`config.mk`:
```
export PLATFORM = sky130hd
export DESIGN_NAME = lfsr_cnt_sched
export DESIGN_NICKNAME = d
export VERILOG_FILES = /design/src/rtl/lfsr_cnt_sched.sv
export SDC_FILE = /design/constraint.sdc
export NUM_CORES = 1
export LEC_CHECK = 0
export BUFFER_PORTS_ARGS = -buffer_cell sky130_fd_sc_hd__buf_2
export CAP_MARGIN = 10
export CORE_AREA = 2 2 52 54
export DETAILED_ROUTE_END_ITERATION = 12
export DIE_AREA = 0 0 54 56
export MAX_ROUTING_LAYER = met4
export PLACE_DENSITY = 0.9
export SLEW_MARGIN = 20
export SYNTH_ARGS = -nofsm -noshare
export SYNTH_HDL_FRONTEND = slang
export SYNTH_SLANG_ARGS = --single-unit
```
`constraint.sdc`:
```
create_clock -name clk -period 2.91 [get_ports clk]
set_clock_uncertainty 0.2 [all_clocks]
set_input_delay 0.582 -clock clk [delete_from_list [all_inputs] [get_ports clk]]
set_output_delay 0.582 -clock clk [all_outputs]
set_load 0.03 [all_outputs]
```
`src/rtl/lfsr_cnt_sched.sv`:
```
// lfsr_cnt_sched: round-robin two-requester scheduler driving a shared LFSR count-to counter (req/seed/term in, gnt/done/err/busy out, data/count_to/load/cen to counter, tercnt from counter)
module lfsr_cnt_sched #(
  parameter int width = 6
) (
  input  logic             clk,
  input  logic             reset,
  input  logic             req0,
  input  logic             req1,
  input  logic [width-1:0] seed0,
  input  logic [width-1:0] seed1,
  input  logic [width-1:0] term0,
  input  logic [width-1:0] term1,
  output logic             gnt0,
  output logic             gnt1,
  output logic             done0,
  output logic             done1,
  output logic             err,
  output logic             busy,
  output logic [width-1:0] data,
  output logic [width-1:0] count_to,
  output logic             load,
  output logic             cen,
  input  logic             tercnt
);
  typedef enum logic [1:0] {st_idle, st_load, st_run, st_finish} state_t;
  state_t state, state_n;
  logic sel, rr, err_flag, pick, any_req;
  logic [width-1:0] timer;
  assign any_req = req0 | req1;
  assign pick = (req0 & req1) ? rr : req1;
  always_comb begin
    state_n = state;
    case (state)
      st_idle:   state_n = any_req ? st_load : st_idle;
      st_load:   state_n = st_run;
      st_run:    state_n = (tercnt || (&timer)) ? st_finish : st_run;
      st_finish: state_n = st_idle;
      default:   state_n = st_idle;
    endcase
  end
  always_ff @(posedge clk or posedge reset) begin
    if (reset) begin
      state    <= st_idle;
      sel      <= 1'b0;
      rr       <= 1'b0;
      err_flag <= 1'b0;
      timer    <= '0;
      data     <= '0;
      count_to <= '0;
    end else begin
      state <= state_n;
      if (state == st_idle && any_req) begin
        sel      <= pick;
        data     <= pick ? seed1 : seed0;
        count_to <= pick ? term1 : term0;
      end
      if (state == st_load) timer <= '0;
      if (state == st_run) begin
        timer    <= timer + width'(1);
        err_flag <= ~tercnt;
      end
      if (state == st_finish) rr <= ~sel;
    end
  end
  assign busy  = state != st_idle;
  assign load  = state == st_load;
  assign cen   = state == st_run;
  assign gnt0  = busy & ~sel;
  assign gnt1  = busy & sel;
  assign done0 = (state == st_finish) & ~sel;
  assign done1 = (state == st_finish) & sel;
  assign err   = (state == st_finish) & err_flag;
endmodule

```
After elaboration in Yosys (flattened, before gate mapping). Index checks and enable logic that the tools add are counted.

Word-level logic and storage cells: 34. Input bits: 29. Output and inout port bits: 20. Bits in registers: 23.

Reduce and logical (&&, ||, !) cells: 6. Mux-type cells: 8. Equal/unequal tests: 3. $add $sub $neg: 1. Bitwise operators: 9.

Operator list (number): two-way mux 6 bit (4); case mux 2 bit (4 select lines) (1); adder 6 x 1 -> 6 bit, second input constant (1); AND 1 bit (6); AND reduction 6 bit (1); equality test 2 bit, second input constant (2); nonzero test 2 bit (2); two-way mux 1 bit (3); equality test 2 x 1 -> 1 bit, second input constant (1); logical NOT 2 bit (1); NOT 1 bit (2); logical AND 1 bit (1); logical OR 1 bit (1); bitwise OR 1 bit (1).

Depth between registers and ports, before layout.
Word-level depth: 4. Gate-level depth with buffers: 7. Mapped depth without buffers: 5.

Least setup slack after synthesis. No wires, ideal clock.

Path kind: register to output. From: reg state[0]. To: out gnt0. Required time: 2.128 ns. Path slack: 1.083 ns. Stages on the path, launching flop included: 4. Arrival time: 1.045 ns. Path buffers: 0. Cell sequence: dfrtp_1 inv_1 ha_1 nor2_1.

Cells in the longest elaborated chain, start to end: 2.

Ends and longest elaborated chain: start, declared (RTL line 26) `state_t state, state_n;`; start signal, assigned (RTL line 43) `state <= st_idle;`; start signal, assigned (RTL line 51) `state <= state_n;`; nonzero test 2 bit (RTL line 65) `assign busy = state != st_idle;`; AND 1 bit (RTL line 68) `assign gnt0 = busy & ~sel;`; end, declared (RTL line 13) `output logic gnt0,`.

Every way passes these cells.

Final worst setup path.
From: reg state[0]. To: out cen.

Cells in the longest elaborated chain, start to end: 1.

Ends and longest elaborated chain: equality test 2 bit (RTL line 67) `assign cen = state == st_run;`; end, declared (RTL line 22) `output logic cen,`.

Every way passes these cells.

==> flow_summary.json <==
{
  "drtIter0Drc": 23,
  "grt_util_all_layers_pct": 18.87,
  "syn-cell-area_um2": 1155,
  "diodes": 0,
  "syn_inst": 129,
  "grt_pass1_vias": 1034,
  "r2r_start": "state[0]$_DFF_PP0_",
  "cts_hold_buf": 0,
  "hold_viol_final": 0,
  "crit_type": "reg2out",
  "dp_slack_ns": 0.8479,
  "grt_max_degree": 27,
  "hold_class": "in2async",
  "core_um2": 2432,
  "cts.clk_slew.worst_paths_ns": 0.13,
  "io_buffers": 48,
  "tightest_slew_ns": 0.8877,
  "htree_num_levels": 1,
  "area_growth_pct": 23.18,
  "endpoint_kind": "output pin",
  "arrival_ns": 1.47,
  "place_hpwl_um": 2097,
  "grt_remaining_overflow": 0,
  "setup_viol": 0,
  "fp-row-count": 18,
  "drt_pass1_iterations": 4,
  "ir_drop_mv": 0.6919,
  "initial_utilization_pct": 47.48,
  "wirelength_um": 2761,
  "finalCritPeriodShare_pct": 77.51,
  "p_leak_nw": 0.7084,
  "grt_first_pass_wirelength_um": 4243,
  "cp_max_fo": 10,
  "cts-root-buf": "clkbuf_4",
  "ys_seq_area_share_pct": 49.84,
  "worstSetupStartpointType": "flop",
  "yosysWarnings": 0,
  "startpoint": "state[0]$_DFF_PP0_",
  "die_h_um": 56,
  "grt_setup_unrepaired": "false",
  "postLayoutCoreUtil_pct": 58.49,
  "drive_gt1_share_pct": 30.64,
  "synth.distinct_cells": 22,
  "drc": 0,
  "dieWidth_um": 54,
  "cts_tree": "done",
  "dieArea_um2": 3024,
  "antenna_found_initial": 0,
  "clock.fmax_mhz": 443.3,
  "outcome": "completed",
  "vias_per_cell": 5.547,
  "post_cts_buffers": 0,
  "wire_per_inst_um": 13.60,
  "cts_buffer_depth": 2,
  "drv_cap": 0,
  "synth_nets": 163,
  "fin_tns_setup_ns": 0,
  "slew_headroom_pct": 40.75,
  "ys_seq_elements": 23,
  "setup_slack_ns": 0.6544,
  "cp_data_required_time_ns": 2.13,
  "clkLatencyLatePin_ns": 0.32,
  "final_net_count": 208,
  "avgSynthCellArea_um2": 8.952,
  "power_density_nw_per_um2": 1099,
  "numCtsBuffers": 3,
  "drv_slew": 0,
  "ioPinCount": 49,
  "cts.sinks": 23,
  "vias": 1126,
  "total_power_mw": 1.563,
  "ctsResizeCount": 0,
  "ant_nets": 0,
  "fin_crit_ns": 2.256,
  "gp_congestion": 0.7597
}
[state kept, by name, indices dropped and copies added, names as in the netlist]
signal	count
state	2
data	6
err_flag	1
timer	6
sel	1
count_to	6
rr	1
[layout make-up]
cell class	count	area [um2]
Sequential cell	23	575.6
Timing Repair Buffer	48	240.2
Tap cell	30	37.54
Fill cell	212	1010
Clock inverter	1	5.005
Inverter	11	41.29
Clock buffer	3	22.52
Multi-Input combinational cell	87	500.5
[synth_stat cells, drive strengths merged]
library cell,count,share of area (%)
a21o,1,0.65
a21oi,2,0.87
a31oi,13,7.0
buf,5,2.2
clkbuf,3,1.1
dfrtp,23,50
ha,5,5.4
inv,11,3.6
mux2i,2,1.7
nand2,2,0.65
nand2b,1,0.54
nand3,15,6.5
nand4,2,1.6
nor2,19,6.2
nor2b,2,1.1
o21a,1,0.65
o21ai,18,7.8
o32ai,1,0.76
or3,2,1.1
xor2,1,0.76
[power breakdown]
part / switching, mW / internal (mW)
combinational: 0.614 / 0.265
clock: 0.100 / 0.0514
sequential: 0.0785 / 0.454
total: 0.793 / 0.770
[kinds of logic after synthesis]
kind of cell    after synthesis  synth area share (%)
compound gates               36                 17.77
buf+inv                      19                 6.825
simple gates                 43                 17.66
mux                           2                 1.734
flops                        23                 49.84
fa+ha+maj                     5                 5.417
xor+xnor                      1                0.7585
[routing by layer]
metal	up-vias	global-route usage (%)	routed length, um
li1	534	-	-
met1	535	22.35	1184
met2	51	32.06	1325
met4	0	6.071	28
met3	6	2.688	223
met5	-	-	0
[path summary, 6_finish.rpt]
kind | endpoint | slack, ns | cells after the start
max | cen | 0.65 | 3
min | timer[4]$_DFFE_PP0P_ | 0.23 | 2
max reg2reg | count_to[3]$_DFFE_PP0P_ | 0.95 | 5
min reg2reg | err_flag$_DFFE_PP0P_ | 0.33 | 2
max in group asynchronous | count_to[5]$_DFFE_PP0P_ | 1.74 | 2
min in group clk | err_flag$_DFFE_PP0P_ | 0.25 | 2
[critical path, stage by stage, from the launching register on]
cell,delay (ns)
dfrtp_1,0.42
inv_1,0.09
ha_1,0.37
buf_2,0.27
[cells in the final DEF, fill, tap and decap left out]
cell / netlist / final
buf_2: 5 / 48
dfrtp_1: 23 / 23
nor2_1: 19 / 19
o21ai_0: 18 / 18
nand3_1: 15 / 15
a31oi_1: 13 / 13
inv_1: 11 / 11
ha_1: 5 / 5
clkbuf_4: 0 / 3
nor2b_1: 2 / 2
nand2_1: 2 / 2
mux2i_1: 2 / 2
a21oi_1: 2 / 2
or3_1: 2 / 2
o21a_1: 1 / 1
o32ai_1: 1 / 1
nand2b_1: 1 / 1
nand4_1: 1 / 1
nand4_2: 1 / 1
xor2_1: 1 / 1
a21o_1: 1 / 1
clkinv_2: 0 / 1
[stage by stage]
step	area [um2]	hold WS, ns	cells
2_1_floorplan	1155	0.2675	129
3_3_place_gp	1395	0.2786	199
3_5_place_dp	1395	0.3080	199
4_1_cts	1423	0.2405	203
5_1_grt	1423	0.2404	203
6_report	1423	0.2307	203
No activity file was read; power rests on OpenSTA's default activity.
